<file path="config.mk">
export PLATFORM = sky130hd
export DESIGN_NAME = lcd_uc1611_rx
export DESIGN_NICKNAME = d
export VERILOG_FILES = /design/src/rtl/lcd_uc1611_rx.sv
export SDC_FILE = /design/constraint.sdc
export NUM_CORES = 1
export LEC_CHECK = 0
export ABC_AREA = 1
export BUFFER_PORTS_ARGS = -buffer_cell sky130_fd_sc_hd__buf_4
export CORE_MARGIN = 2
export CORE_UTILIZATION = 50
export CTS_CLUSTER_SIZE = 25
export DETAILED_ROUTE_END_ITERATION = 10
export PLACE_DENSITY = 0.72
export SYNTH_ARGS = -nofsm -noshare
export SYNTH_HDL_FRONTEND = slang
export SYNTH_SLANG_ARGS = --single-unit
export TNS_END_PERCENT = 20
</file>
<file path="constraint.sdc">
create_clock -name clk -period 2.8 [get_ports clk]
set_input_delay 0.56 -clock clk [delete_from_list [all_inputs] [get_ports clk]]
set_output_delay 0.56 -clock clk [all_outputs]
set_load 0.01 [all_outputs]
</file>
<file path="src/rtl/lcd_uc1611_rx.sv">
// UC1611-style LCD bus receiver: decodes command bytes into control registers and turns data bytes into framebuffer writes.
// Latency: an accepted data byte appears as an fb_we pulse on the following cycle; commands take effect on the next edge.
// Backpressure: none; every accepted byte is consumed. Optional mirroring is selected by macro LCD_UC1611_RX_MIRROR_EN.
module lcd_uc1611_rx #(
  parameter int COLS  = 160,
  parameter int PAGES = 80
) (
  input  logic        clk,
  input  logic        reset,
  input  logic [7:0]  lcd_data,
  input  logic        lcd_write,
  input  logic        lcd_cs,
  input  logic        lcd_read,
  input  logic        lcd_cd,
  output logic        fb_we,
  output logic [14:0] fb_addr,
  output logic [7:0]  fb_data,
  output logic [2:0]  disp_en,
  output logic [2:0]  ac,
  output logic [1:0]  gray,
  output logic        map_my,
  output logic        map_mx,
  output logic        map_msf,
  output logic [7:0]  scroll,
  output logic [7:0]  pm,
  output logic        sys_rst
);

  logic [7:0]  col_q, col_d, col_nxt;
  logic [6:0]  page_q, page_d, page_nxt;
  logic [2:0]  ac_q, ac_d;
  logic [2:0]  disp_en_q, disp_en_d;
  logic [2:0]  map_q, map_d;            // {my, mx, msf}
  logic [1:0]  gray_q, gray_d;
  logic [7:0]  scroll_q, scroll_d;
  logic [7:0]  pm_q, pm_d;
  logic        pm_pend_q, pm_pend_d;
  logic        fb_we_q, fb_we_d;
  logic [14:0] fb_addr_q, fb_addr_d;
  logic [7:0]  fb_data_q, fb_data_d;
  logic        sys_rst_q, sys_rst_d;

  logic        accept;
  logic        in_range;
  logic [7:0]  col_map;
  logic [6:0]  page_map;
  logic [14:0] addr_map;

  assign accept   = lcd_write & lcd_cs & ~lcd_read;
  assign in_range = ({1'b0, page_q} < 8'(PAGES)) && ({1'b0, col_q} < 9'(COLS));

`ifdef LCD_UC1611_RX_MIRROR_EN
  assign col_map  = map_q[1] ? (8'(COLS - 1) - col_q) : col_q;
  assign page_map = map_q[2] ? (7'(PAGES - 1) - page_q) : page_q;
`else
  assign col_map  = col_q;
  assign page_map = page_q;
`endif

  // Product fits in 15 bits for the largest legal geometry (128*256-1).
  assign addr_map = 15'(page_map) * 15'(COLS) + 15'(col_map);

  // Address auto-increment: column-first or page-first, page direction from ac[2], wrap or hold at the end.
  always_comb begin
    logic       col_last, page_last;
    logic [6:0] page_first, page_step;
    col_nxt    = col_q;
    page_nxt   = page_q;
    col_last   = (col_q == 8'(COLS - 1));
    page_last  = ac_q[2] ? (page_q == 7'd0) : (page_q == 7'(PAGES - 1));
    page_first = ac_q[2] ? 7'(PAGES - 1) : 7'd0;
    page_step  = ac_q[2] ? (page_q - 7'd1) : (page_q + 7'd1);
    if (col_last && page_last) begin
      if (ac_q[0]) begin
        col_nxt  = 8'd0;
        page_nxt = page_first;
      end
    end else if (!ac_q[1]) begin
      if (col_last) begin
        col_nxt  = 8'd0;
        page_nxt = page_step;
      end else begin
        col_nxt = col_q + 8'd1;
      end
    end else begin
      if (page_last) begin
        page_nxt = page_first;
        col_nxt  = col_q + 8'd1;
      end else begin
        page_nxt = page_step;
      end
    end
  end

  // Byte decode: command register updates, pm capture, pixel writes and the soft reset.
  always_comb begin
    col_d     = col_q;
    page_d    = page_q;
    ac_d      = ac_q;
    disp_en_d = disp_en_q;
    map_d     = map_q;
    gray_d    = gray_q;
    scroll_d  = scroll_q;
    pm_d      = pm_q;
    pm_pend_d = pm_pend_q;
    fb_we_d   = 1'b0;
    fb_addr_d = fb_addr_q;
    fb_data_d = fb_data_q;
    sys_rst_d = 1'b0;
    if (accept) begin
      if (!lcd_cd) begin
        if (pm_pend_q) begin
          // The byte after 0x81 is always the gain value, never decoded.
          pm_d      = lcd_data;
          pm_pend_d = 1'b0;
        end else begin
          casez (lcd_data)
            8'b0000_????: col_d[3:0]    = lcd_data[3:0];
            8'b0001_????: col_d[7:4]    = lcd_data[3:0];
            8'b0100_????: scroll_d[3:0] = lcd_data[3:0];
            8'b0101_????: scroll_d[7:4] = lcd_data[3:0];
            8'b0110_????: page_d[3:0]   = lcd_data[3:0];
            8'b0111_0???: page_d[6:4]   = lcd_data[2:0];
            8'b1000_1???: ac_d          = lcd_data[2:0];
            8'b1010_1???: disp_en_d     = lcd_data[2:0];
            8'b1100_0???: map_d         = lcd_data[2:0];
            8'b1101_00??: gray_d        = lcd_data[1:0];
            8'h81:        pm_pend_d     = 1'b1;
            8'hE2: begin
              col_d     = 8'd0;
              page_d    = 7'd0;
              ac_d      = 3'b001;
              disp_en_d = 3'd0;
              map_d     = 3'd0;
              gray_d    = 2'd0;
              scroll_d  = 8'd0;
              pm_d      = 8'd0;
              pm_pend_d = 1'b0;
              fb_addr_d = 15'd0;
              fb_data_d = 8'd0;
              sys_rst_d = 1'b1;
            end
            default: ;
          endcase
        end
      end else begin
        pm_pend_d = 1'b0;
        if (in_range) begin
          fb_we_d   = 1'b1;
          fb_addr_d = addr_map;
          fb_data_d = lcd_data;
          col_d     = col_nxt;
          page_d    = page_nxt;
        end
      end
    end
  end

  // State registers with synchronous active-low reset; a byte seen during reset is dropped.
  always_ff @(posedge clk) begin
    if (!reset) begin
      col_q     <= 8'd0;
      page_q    <= 7'd0;
      ac_q      <= 3'b001;
      disp_en_q <= 3'd0;
      map_q     <= 3'd0;
      gray_q    <= 2'd0;
      scroll_q  <= 8'd0;
      pm_q      <= 8'd0;
      pm_pend_q <= 1'b0;
      fb_we_q   <= 1'b0;
      fb_addr_q <= 15'd0;
      fb_data_q <= 8'd0;
      sys_rst_q <= 1'b0;
    end else begin
      col_q     <= col_d;
      page_q    <= page_d;
      ac_q      <= ac_d;
      disp_en_q <= disp_en_d;
      map_q     <= map_d;
      gray_q    <= gray_d;
      scroll_q  <= scroll_d;
      pm_q      <= pm_d;
      pm_pend_q <= pm_pend_d;
      fb_we_q   <= fb_we_d;
      fb_addr_q <= fb_addr_d;
      fb_data_q <= fb_data_d;
      sys_rst_q <= sys_rst_d;
    end
  end

  assign fb_we   = fb_we_q;
  assign fb_addr = fb_addr_q;
  assign fb_data = fb_data_q;
  assign disp_en = disp_en_q;
  assign ac      = ac_q;
  assign gray    = gray_q;
  assign map_my  = map_q[2];
  assign map_mx  = map_q[1];
  assign map_msf = map_q[0];
  assign scroll  = scroll_q;
  assign pm      = pm_q;
  assign sys_rst = sys_rst_q;

endmodule
</file>
==> summary.md, run 1 <==
| Metric | Value |
|---|---|
| GRT overflow | `0` |
| Final setup viols | `0` |
| Via count | `3908` |
| Vias in the first global route | `3620` |
| Io pins | `66` |
| Slew Limit Fails | `0` |
| Setup_tns | `0 ps` |
| Period utilisation layout | `83.6%` |
| CP Buf/Inv Count | `1` |
| Drt initial violations | `168` |
| Hold Path Class | `reg -> reg` |
| Yosys Warn Count | `0` |
| Main combinational cell family by area after synthesis | `simple AND/OR/NAND/NOR gates` |
| Post-synthesis simple-gate area fraction | `32.2%` |
| Sequential share of the synthesized area | `34.4%` |
| IO Port Bufs | `65` |
| Prevailing post-synth register cell | `dfxtp_1` |
| Detail Route Antenna Nets | `0` |
| Largest net degree at the start of global routing | `49` |
| H-tree levels | `3` |
| Via density | `5.22` |
| Tot GR Track Use | `23.7%` |
| Layout cell share with drive strength beyond 1 | `20.7%` |
| Clock sink total | `68` |
| Cells after Synth | `576` |
| Register area | `1360 um^2` |
| Worst Setup End Kind | `register` |
| Cell mode on critical path | `nand2_1` |
| CP arrival | `2630 ps` |
| Achievable frequency | `427 MHz` |
| Top delay family on crit path | `adder cells` |
| Reg clk slew, reported paths | `80 ps` |
| Post-CTS setup buffers | `0` |
| Number of synthesized flops with an enable pin | `0` |
| Post-synthesis mux area share | `0%` |
| Die Height | `93.0 um` |
| Adder-cell share of the synthesized area | `7.52%` |
| Lkg Pwr | `2.36 nW` |
| DP Wirelength | `7.50 mm` |
| Critical-path maximum fanout | `6` |
| RSZ-0062 raised after global routing | `false` |
| Max-slew headroom | `61.2%` |
| Most frequent cells in the layout | `nand2_1 (130), inv_1 (68), dfxtp_1 (68), buf_4 (68), nor2_1 (58)` |
| CP required | `3090 ps` |
| Final GP Congestion | `0.901` |
| Die width | `93.0 um` |
| CTS max path bufs | `2` |
| Cts bufs inserted | `9` |
| CORE AREA | `7690 um^2` |
| Fin. Hold Viols | `0` |
| Synth-to-Final Area Change | `20.2%` |
| Fin area | `4760 um^2` |
| Synth Area in Compound Gates | `14.4%` |
| Starting Density | `51.5%` |
| Area after DPL | `4530 um^2` |
| Tmin final | `2340 ps` |
| Slowest CP cell | `dfxtp_1` |
| Skew final | `12.7 ps` |
| Later-pin clock latency in the skew report | `350 ps` |
| DR WL/cell | `13.1 um` |
| Crit-path cells | `ha_1 > ha_1 > inv_1 > fa_1 > nor2_1 > nand3_1 > nand2_1 > nand2_1 > nor2_1 > nand3_1 > nand2_1 > nand2_1 > a21oi_1` |
| Power per cell area | `442 nW/um^2` |
| Async set or reset register ratio after synthesis | `0%` |
| DRT Pass-1 Iters | `4` |
| Max cap viols | `0` |
| Commonest non-fill, non-tap cell in the layout | `nand2_1` |
| # DRC | `0` |
| Die area | `8650 um^2` |
| Netlist cell types | `39` |
| Setup WS pre-CTS | `474 ps` |
| VDD IR max | `0.419 mV` |
| Row count | `32` |
| Final worst slack | `458 ps` |
| Fin nets | `678` |
| Syn Nets | `612` |
| Synth Cell Area | `3960 um^2` |
| Root Buffer | `clkbuf_8` |
| First-pass GRT wire length | `16.6 mm` |
| CTS tree | `yes` |
| Initial antenna violation count | `0` |
| Hold_buf cts | `0` |
| Total Wirelength | `9.84 mm` |
| FF+latch count, synth | `68` |
| CP Launch Type | `register` |
| Status | `completed` |
| Crit-path max cell delay | `460 ps` |
| Fillers | `711` |
| Synthesized area per cell | `6.88 um^2` |
| Xor/xnor cell area share of the yosys netlist | `1.77%` |
| Multi-input logic area | `2220 um^2` |
| ANT cells | `0` |
| PostCTS Resize Cnt | `0` |
| Slew at the pin closest to its max-slew limit | `577 ps` |
| Kind of critical path | `reg -> reg` |
-- per-stage QoR --
| step | util [%] | power (W) | hold WS (ps) | std cells |
|---|---|---|---|---|
| 6_report | 62.0 | 0.00211 | 456 | 749 |
| 5_1_grt | 62.0 | 0.00219 | 482 | 749 |
| 4_1_cts | 62.0 | 0.00212 | 464 | 749 |
| 3_5_place_dp | 59.0 | 0.00119 | 451 | 733 |
| 3_3_place_gp | 59.0 | 0.00119 | 448 | 733 |
| 2_1_floorplan | - | 0.00113 | 468 | 576 |
-- per-layer routing --
metal  global-route usage, %  vias up  part of all wire, %
met5                       0        -                    0
met4                    7.72        0                  1.8
met3                    4.92       14                  5.4
met2                    39.8      102                   47
met1                    30.5     1784                   45
li1                        -     2008                    -
-- power by group --
group,total [W],switching [W],internal (W)
logic,0.000180,0.000119,0.0000617
registers,0.000990,0.0000119,0.000978
clock network,0.000937,0.000421,0.000515
total,0.00211,0.000552,0.00155
-- synth_stat cells, types with 4 or more instances --
master    number  area, um^2
a21oi_1       38         190
buf_2          4        20.0
clkbuf_1       5        18.8
dfxtp_1       68        1360
ha_1          19         238
inv_1         68         255
inv_2         14        52.6
nand2_1      130         488
nand2_2        9        56.3
nand3_1       44         220
nand3_2        4        40.0
nand4_1       11        68.8
nor2_1        58         218
nor2_2         4        25.0
nor3_1         5        25.0
o21ai_0       38         190
o21ai_1        7        35.0
o22ai_1        8        50.1
or2_2          4        25.0
xnor2_1        5        43.8
-- layout make-up --
cell class	count	area share, %
Timing Repair Buffer	68	10.7
Tap cell	102	2.68
Clock buffer	9	2.60
Sequential cell	68	28.6
Clock inverter	7	2.21
Inverter	84	6.70
Multi-Input combinational cell	411	46.5
-- flip-flops by register name, indices dropped and copies added, names as in the netlist --
register   count
fb_data        8
gray           2
disp_en        3
map_q          3
fb_we          1
col_map        8
sys_rst        1
ac             3
fb_addr       15
page_map       7
scroll         8
pm_pend_q      1
pm             8
-- cell families (layout without fill, tap and decap cells) --
group                    Yosys count  in the layout
AO/OA/AOI/OAI                    102            102
XOR/XNOR                           8              8
adder cells (fa/ha/maj)           22             22
buffers and inverters             97            168
flip-flops                        68             68
AND/OR/NAND/NOR                  279            279
-- final timing paths --
check / to / start / slack [ps] / depth (start not counted)
hold reg to reg: gray[1]$_SDFFE_PN0P_ / gray[1]$_SDFFE_PN0P_ / 460 / 2
hold / removal: gray[1]$_SDFFE_PN0P_ / gray[1]$_SDFFE_PN0P_ / 460 / 2
setup / recovery: fb_addr[14]$_SDFFE_PN0P_ / page_map[1]$_SDFFE_PN0P_ / 460 / 13
setup reg to reg: fb_addr[14]$_SDFFE_PN0P_ / page_map[1]$_SDFFE_PN0P_ / 460 / 13
-- worst register-to-register path: stages, from the launching register on --
cell	delay, ps
dfxtp_1	460
ha_1	280
ha_1	230
inv_1	70
fa_1	430
nor2_1	150
nand3_1	90
nand2_1	70
nand2_1	70
nor2_1	130
nand3_1	90
nand2_1	60
nand2_1	40
a21oi_1	120
(Power assumes the default switching activity.)
==> inputs of run 2 (changes only) <==
Settings changed: PLACE_DENSITY 0.72 to 0.75.
Clock period 2.8 ns to 2.1 ns, I/O delays scaled along.
==> run 2 against run 1 <==
Against the previous run:
- the run now ends with setup timing left
- clock skew is 2.0 ps lower
- final area is 5.1% higher
- register-to-register slack worse by 480 ps
- sequential share of layout area is 1.3 points lower
- routed wire length is 9.1% higher
- largest cell class unchanged
- clock-buffer cell count stayed put
- non-clock buffer count is 16 higher
- total power is 31% higher
==> summary.md, run 2 (synthesized netlist as in run 1, its figures left out) <==
| Metric | Value |
|---|---|
| Via count | `4072 (was 3908)` |
| Root Buffer | `clkbuf_8 (unchanged)` |
| Via density | `5.32 (was 5.22)` |
| CTS tree | `yes (unchanged)` |
| R2R depth | `10 (was 13)` |
| Origin of the critical flop-to-flop path | `page_map[3]$_SDFFE_PN0P_ (was page_map[1]$_SDFFE_PN0P_)` |
| Cell mode on critical path | `ha_4 (was nand2_1)` |
| CTS max path bufs | `2 (unchanged)` |
| Clock sink total | `68 (unchanged)` |
| Power per cell area | `550 nW/um^2 (was 442 nW/um^2)` |
| VDD IR max | `0.435 mV (was 0.419 mV)` |
| Fin nets | `694 (was 678)` |
| Critical-path maximum fanout | `3 (was 6)` |
| Tot GR Track Use | `25.7% (was 23.7%)` |
| Detail Route Antenna Nets | `0 (unchanged)` |
| Crit-path cells | `ha_4 > ha_4 > inv_2 > fa_2 > xnor2_2 > buf_4 > nand2_4 > o21ai_0 > nand3_1 > a21oi_1 (was ha_1 > ha_1 > inv_1 > fa_1 > nor2_1 > nand3_1 > nand2_1 > nand2_1 > nor2_1 > nand3_1 > nand2_1 > nand2_1 > a21oi_1)` |
| RSZ-0062 raised after global routing | `true (was false)` |
| Drt initial violations | `311 (was 168)` |
| CORE AREA | `7690 um^2 (unchanged)` |
| DP Wirelength | `7.79 mm (was 7.50 mm)` |
| ANT cells | `0 (unchanged)` |
| Layout cell share with drive strength beyond 1 | `26.4% (was 20.7%)` |
| Skew final | `10.6 ps (was 12.7 ps)` |
| Tmin final | `2130 ps (was 2340 ps)` |
| Worst Setup End Kind | `register (unchanged)` |
| Max-slew headroom | `60.6% (was 61.2%)` |
| Final setup viols | `1 (was 0)` |
| CP arrival | `2430 ps (was 2630 ps)` |
| IO Port Bufs | `65 (unchanged)` |
| Origin of the worst setup path | `page_map[3]$_SDFFE_PN0P_ (was page_map[1]$_SDFFE_PN0P_)` |
| Later-pin clock latency in the skew report | `370 ps (was 350 ps)` |
| Synth-to-Final Area Change | `26.3% (was 20.2%)` |
| CP Launch Type | `register (unchanged)` |
| Die width | `93.0 um (unchanged)` |
| Hold Path Class | `in -> reg (was reg -> reg)` |
| Io pins | `66 (unchanged)` |
| Vias in the first global route | `3924 (was 3620)` |
| Largest register FFs | `15 (unchanged)` |
| Violated checks | `setup timing` |
| Slowest CP cell | `fa_2 (was dfxtp_1)` |
| Slew at the pin closest to its max-slew limit | `586 ps (was 577 ps)` |
| DR WL/cell | `14.0 um (was 13.1 um)` |
| Max cap viols | `0 (unchanged)` |
| Setup WS pre-CTS | `-91.4 ps (was 474 ps)` |
| Initial antenna violation count | `0 (unchanged)` |
| Largest net degree at the start of global routing | `26 (was 49)` |
| CP required | `2410 ps (was 3090 ps)` |
| # DRC | `0 (unchanged)` |
| Slew Limit Fails | `0 (unchanged)` |
| Worst hold start | `lcd_data[0] (was gray[1]$_SDFFE_PN0P_)` |
| Die area | `8650 um^2 (unchanged)` |
| Achievable frequency | `470 MHz (was 427 MHz)` |
| Fin area | `5000 um^2 (was 4760 um^2)` |
| H-tree levels | `3 (unchanged)` |
| Worst Hold Path Cells | `3 (was 2)` |
| DRT Pass-1 Iters | `6 (was 4)` |
| GRT overflow | `0 (unchanged)` |
| Status | `finished, violations left (was completed)` |
| Kind of critical path | `reg -> reg (unchanged)` |
| Row count | `32 (unchanged)` |
| Cts bufs inserted | `9 (unchanged)` |
| Period utilisation layout | `101% (was 83.6%)` |
| Crit-path max cell delay | `360 ps (was 460 ps)` |
| Final worst slack | `-25.6 ps (was 458 ps)` |
| Area after DPL | `4650 um^2 (was 4530 um^2)` |
| Commonest non-fill, non-tap cell in the layout | `nand2_1 (unchanged)` |
| Fin. Hold Viols | `0 (unchanged)` |
| Total Wirelength | `10.7 mm (was 9.84 mm)` |
| Die Height | `93.0 um (unchanged)` |
| Most frequent cells in the layout | `nand2_1 (125), buf_4 (84), inv_1 (66) (was nand2_1 (130), inv_1 (68), dfxtp_1 (68), buf_4 (68), nor2_1 (58))` |
| Final GP Congestion | `0.905 (was 0.901)` |
| Hold_buf cts | `0 (unchanged)` |
| Lkg Pwr | `2.43 nW (was 2.36 nW)` |
| Reg clk slew, reported paths | `90 ps (was 80 ps)` |
| First-pass GRT wire length | `17.8 mm (was 16.6 mm)` |
| Starting Density | `51.5% (unchanged)` |
run 2: through the flow:
step	TNS, ps	hold slack (ps)	instances	utilization, %	power [W]
after floorplan	0	468	576	-	0.00151
after global placement	-10.7	447	748	60.5	0.00159
after detailed placement	-189	444	748	60.5	0.00160
after CTS	-43.4	336	764	63.7	0.00275
after global routing	-304	368	765	65.1	0.00285
final	-25.6	335	765	65.1	0.00275
run 2: final timing paths:
kind / slack (ps) / end
setup reg to reg: -30 / fb_addr[12]$_SDFFE_PN0P_
hold reg to reg: 450 / gray[0]$_SDFFE_PN0P_
hold / removal: 340 / ac[0]$_SDFFE_PN1P_
setup / recovery: -30 / fb_addr[12]$_SDFFE_PN0P_
run 2: cell type report:
cell class,instances,area (um^2)
sequential,68,1370
fill,696,2680
inverter,84,319
tap,102,128
multi-input combinational,411,2350
clock buffer,9,124
clock inverter,7,82.6
timing repair buffer,84,631
run 2: what timing repair did:
action / CTS / global route
gates resized for setup: 11 / 23
gates cloned: 0 / 0
endpoints found under the setup margin: 3 / 6
setup buffers: 0 / 1
pin swaps: 6 / 8
run 2: worst max-delay path, delay by kind of cell (launching register included):
kind            cells  cell delay (ps)
compound gates      2              370
xor+xnor            1              240
fa+ha+maj           3              750
buf+inv             2              200
flops               1              340
simple gates        2              160
run 2: routing by layer:
| layer | vias to the layer above | wire (um) | global-route usage [%] |
|---|---|---|---|
| met4 | 0 | 287 | 12.1 |
| met3 | 23 | 612 | 5.40 |
| met2 | 119 | 5320 | 43.7 |
| li1 | 2042 | - | - |
| met5 | - | 0 | 0 |
| met1 | 1888 | 4520 | 31.0 |
run 2: where the power goes:
part / switching, W / total (W) / internal, W
Combinational: 0.000171 / 0.000266 / 0.0000955
Clock: 0.000600 / 0.00117 / 0.000568
Sequential: 0.0000144 / 0.00132 / 0.00130
==> inputs of run 3 (changes only) <==
Settings changed: GPL_TIMING_DRIVEN from default to 0, RECOVER_POWER from default to 50.
==> run 3 against run 2 <==
Against the previous run:
- the run still ends with setup timing left
- die area unchanged
- flip-flop and latch count unchanged
- hold slack better by 15 ps
- first-iteration DRC count down 38%
- clock skew down 3.3 ps
- total power down 0.89%
==> summary.md, run 3 (synthesized netlist as in run 1, its figures left out) <==
| Metric | Value |
|---|---|
| Util after Layout | `61.4% (was 65.1%)` |
| Kind of critical path | `reg -> reg (unchanged)` |
| CP required | `2400 ps (was 2410 ps)` |
| Drt initial violations | `194 (was 311)` |
| Layout cell share with drive strength beyond 1 | `16.9% (was 26.4%)` |
| Fin nets | `693 (was 694)` |
| CORE AREA | `7690 um^2 (unchanged)` |
| Worst Setup End Kind | `register (unchanged)` |
| Cts bufs inserted | `9 (unchanged)` |
| Hold Path Class | `in -> reg (unchanged)` |
| Detail Route Antenna Nets | `0 (unchanged)` |
| Via density | `5.22 (was 5.32)` |
| CP Launch Type | `register (unchanged)` |
| Starting Density | `51.5% (unchanged)` |
| Most frequent cells in the layout | `nand2_1 (127), inv_1 (67), dfxtp_1 (61) (was nand2_1 (125), buf_4 (84), inv_1 (66))` |
| DP Wirelength | `7.84 mm (was 7.79 mm)` |
| Initial antenna violation count | `0 (unchanged)` |
| Lkg Pwr | `2.17 nW (was 2.43 nW)` |
| Io pins | `66 (unchanged)` |
| Largest register FFs | `15 (unchanged)` |
| Skew final | `7.34 ps (was 10.6 ps)` |
| Slew at the pin closest to its max-slew limit | `663 ps (was 586 ps)` |
| Fin Hold WS | `350 ps (was 335 ps)` |
| ANT cells | `0 (unchanged)` |
| RSZ-0062 raised after global routing | `true (unchanged)` |
| Fillers | `773 (was 696)` |
| Period utilisation layout | `101% (about the same)` |
| Max cap viols | `0 (unchanged)` |
| Reg power frac | `48.3% (was 47.9%)` |
| Clock sink total | `68 (unchanged)` |
| CTS tree | `yes (unchanged)` |
| Commonest non-fill, non-tap cell in the layout | `nand2_1 (unchanged)` |
| Worst Hold Path Cells | `3 (unchanged)` |
| IO Port Bufs | `64 (was 65)` |
| Final setup viols | `3 (was 1)` |
| CTS max path bufs | `2 (unchanged)` |
| R2R depth | `13 (was 10)` |
| Root Buffer | `clkbuf_8 (unchanged)` |
| Vias in the first global route | `3794 (was 3924)` |
| DR WL/cell | `13.7 um (was 14.0 um)` |
| Reg clk slew, reported paths | `90 ps (about the same)` |
| Die area | `8650 um^2 (unchanged)` |
| Fin. Hold Viols | `0 (unchanged)` |
| Slew Limit Fails | `0 (unchanged)` |
| Total Wirelength | `10.5 mm (was 10.7 mm)` |
| Via count | `3988 (was 4072)` |
| Achievable frequency | `471 MHz (was 470 MHz)` |
| Comb power frac | `9.3% (was 9.7%)` |
| Critical-path maximum fanout | `3 (unchanged)` |
| # DRC | `0 (unchanged)` |
| Die width | `93.0 um (unchanged)` |
| Register area | `1380 um^2 (was 1370 um^2)` |
| Power per cell area | `578 nW/um^2 (was 550 nW/um^2)` |
| Hold_buf cts | `0 (unchanged)` |
| First-pass GRT wire length | `17.3 mm (was 17.8 mm)` |
| Violated checks | `setup timing (unchanged)` |
| Later-pin clock latency in the skew report | `360 ps (was 370 ps)` |
| DRT Pass-1 Iters | `5 (was 6)` |
| VDD IR max | `0.434 mV (was 0.435 mV)` |
| Die Height | `93.0 um (unchanged)` |
| Tmin final | `2120 ps (was 2130 ps)` |
| H-tree levels | `3 (unchanged)` |
| Largest net degree at the start of global routing | `15 (was 26)` |
| Pint | `0.00195 W (was 0.00197 W)` |
| Synth-to-Final Area Change | `19.2% (was 26.3%)` |
| CP arrival | `2430 ps (about the same)` |
| Clk network pwr share | `42.4% (was 42.5%)` |
| GRT overflow | `0 (unchanged)` |
| Row count | `32 (unchanged)` |
| Setup_tns | `-31.6 ps (was -25.6 ps)` |
| NetSw | `0.000774 W (was 0.000786 W)` |
| Multi-input logic area | `2290 um^2 (was 2350 um^2)` |
| Final GP Congestion | `0.905 (unchanged)` |
| Net Sw Frac | `28.4% (was 28.5%)` |
| Status | `finished, violations left (unchanged)` |
| Max-slew headroom | `55.8% (was 60.6%)` |
| Tot GR Track Use | `25.0% (was 25.7%)` |
| Final worst slack | `-24.1 ps (was -25.6 ps)` |
[run 3: cell types whose count changed in the layout (fill, tap and decap cells not counted), sizes merged]
cell    change
buf        -57
clkbuf     +56
[run 3: layer usage]
metal | wire length (um) | vias up | part of all wire, % | global-route usage (%)
met3 | 514 | 23 | 4.9 | 4.35
met2 | 4980 | 119 | 47 | 41.7
met5 | 0 | - | 0 | 0
met4 | 304 | 0 | 2.9 | 11.9
met1 | 4690 | 1801 | 45 | 31.3
li1 | - | 2045 | - | -
[run 3: power by group through the flow]
stage / clock, W / combinational [W] / sequential (W)
final: 0.00116 / 0.000255 / 0.00132
after global routing: 0.00121 / 0.000284 / 0.00132
after CTS: 0.00117 / 0.000252 / 0.00132
after detailed placement: 0 / 0.000244 / 0.00135
after global placement: 0 / 0.000240 / 0.00135
after floorplan: 0 / 0.000157 / 0.00135
[run 3: worst max-delay path, cell delays in order (launching register included)]
cell and delay [ps]:
dfxtp_4 360, ha_4 260, ha_4 130, inv_2 40, fa_2 480, nor2_2 120, nand3_1 80, nand2_1 100
nand2_2 90, nor2_4 110, nand3_2 60, nand2_1 70, nand2_1 60, a21oi_2 100
[run 3: timing repair]
action                                  CTS  global route
resized for setup                        15            16
pin swaps                                 9            10
setup buffers                             5             1
endpoints found under the setup margin    6             7
[run 3: final timing paths]
| kind | slack, ps | from | to |
|---|---|---|---|
| hold reg to reg | 460 | gray[0]$_SDFFE_PN0P_ | gray[0]$_SDFFE_PN0P_ |
| setup / recovery | -20 | page_map[1]$_SDFFE_PN0P_ | fb_addr[14]$_SDFFE_PN0P_ |
| hold / removal | 350 | lcd_data[2] | map_q[2]$_SDFFE_PN0P_ |
| setup reg to reg | -20 | page_map[1]$_SDFFE_PN0P_ | fb_addr[14]$_SDFFE_PN0P_ |
[run 3: per-stage QoR]
step | area (um^2) | cells | power [W] | setup slack (ps)
floorplan | 3960 | 576 | 0.00151 | 12.4
global placement | 4570 | 742 | 0.00159 | -205
detailed placement | 4570 | 742 | 0.00160 | -281
CTS | 4870 | 763 | 0.00274 | -111
global route | 4720 | 764 | 0.00282 | -152
finish | 4720 | 764 | 0.00273 | -24.1
[run 3: area by class of cell]
| cell class | count | area share, % |
|---|---|---|
| clock inverters | 7 | 1.75 |
| plain buffers | 13 | 1.38 |
| clock buffers | 9 | 2.62 |
| inverters | 84 | 6.75 |
| well taps | 102 | 2.70 |
| repair buffers | 70 | 7.07 |
| flip-flops and latches | 68 | 29.2 |
| multi-input cells | 411 | 48.6 |
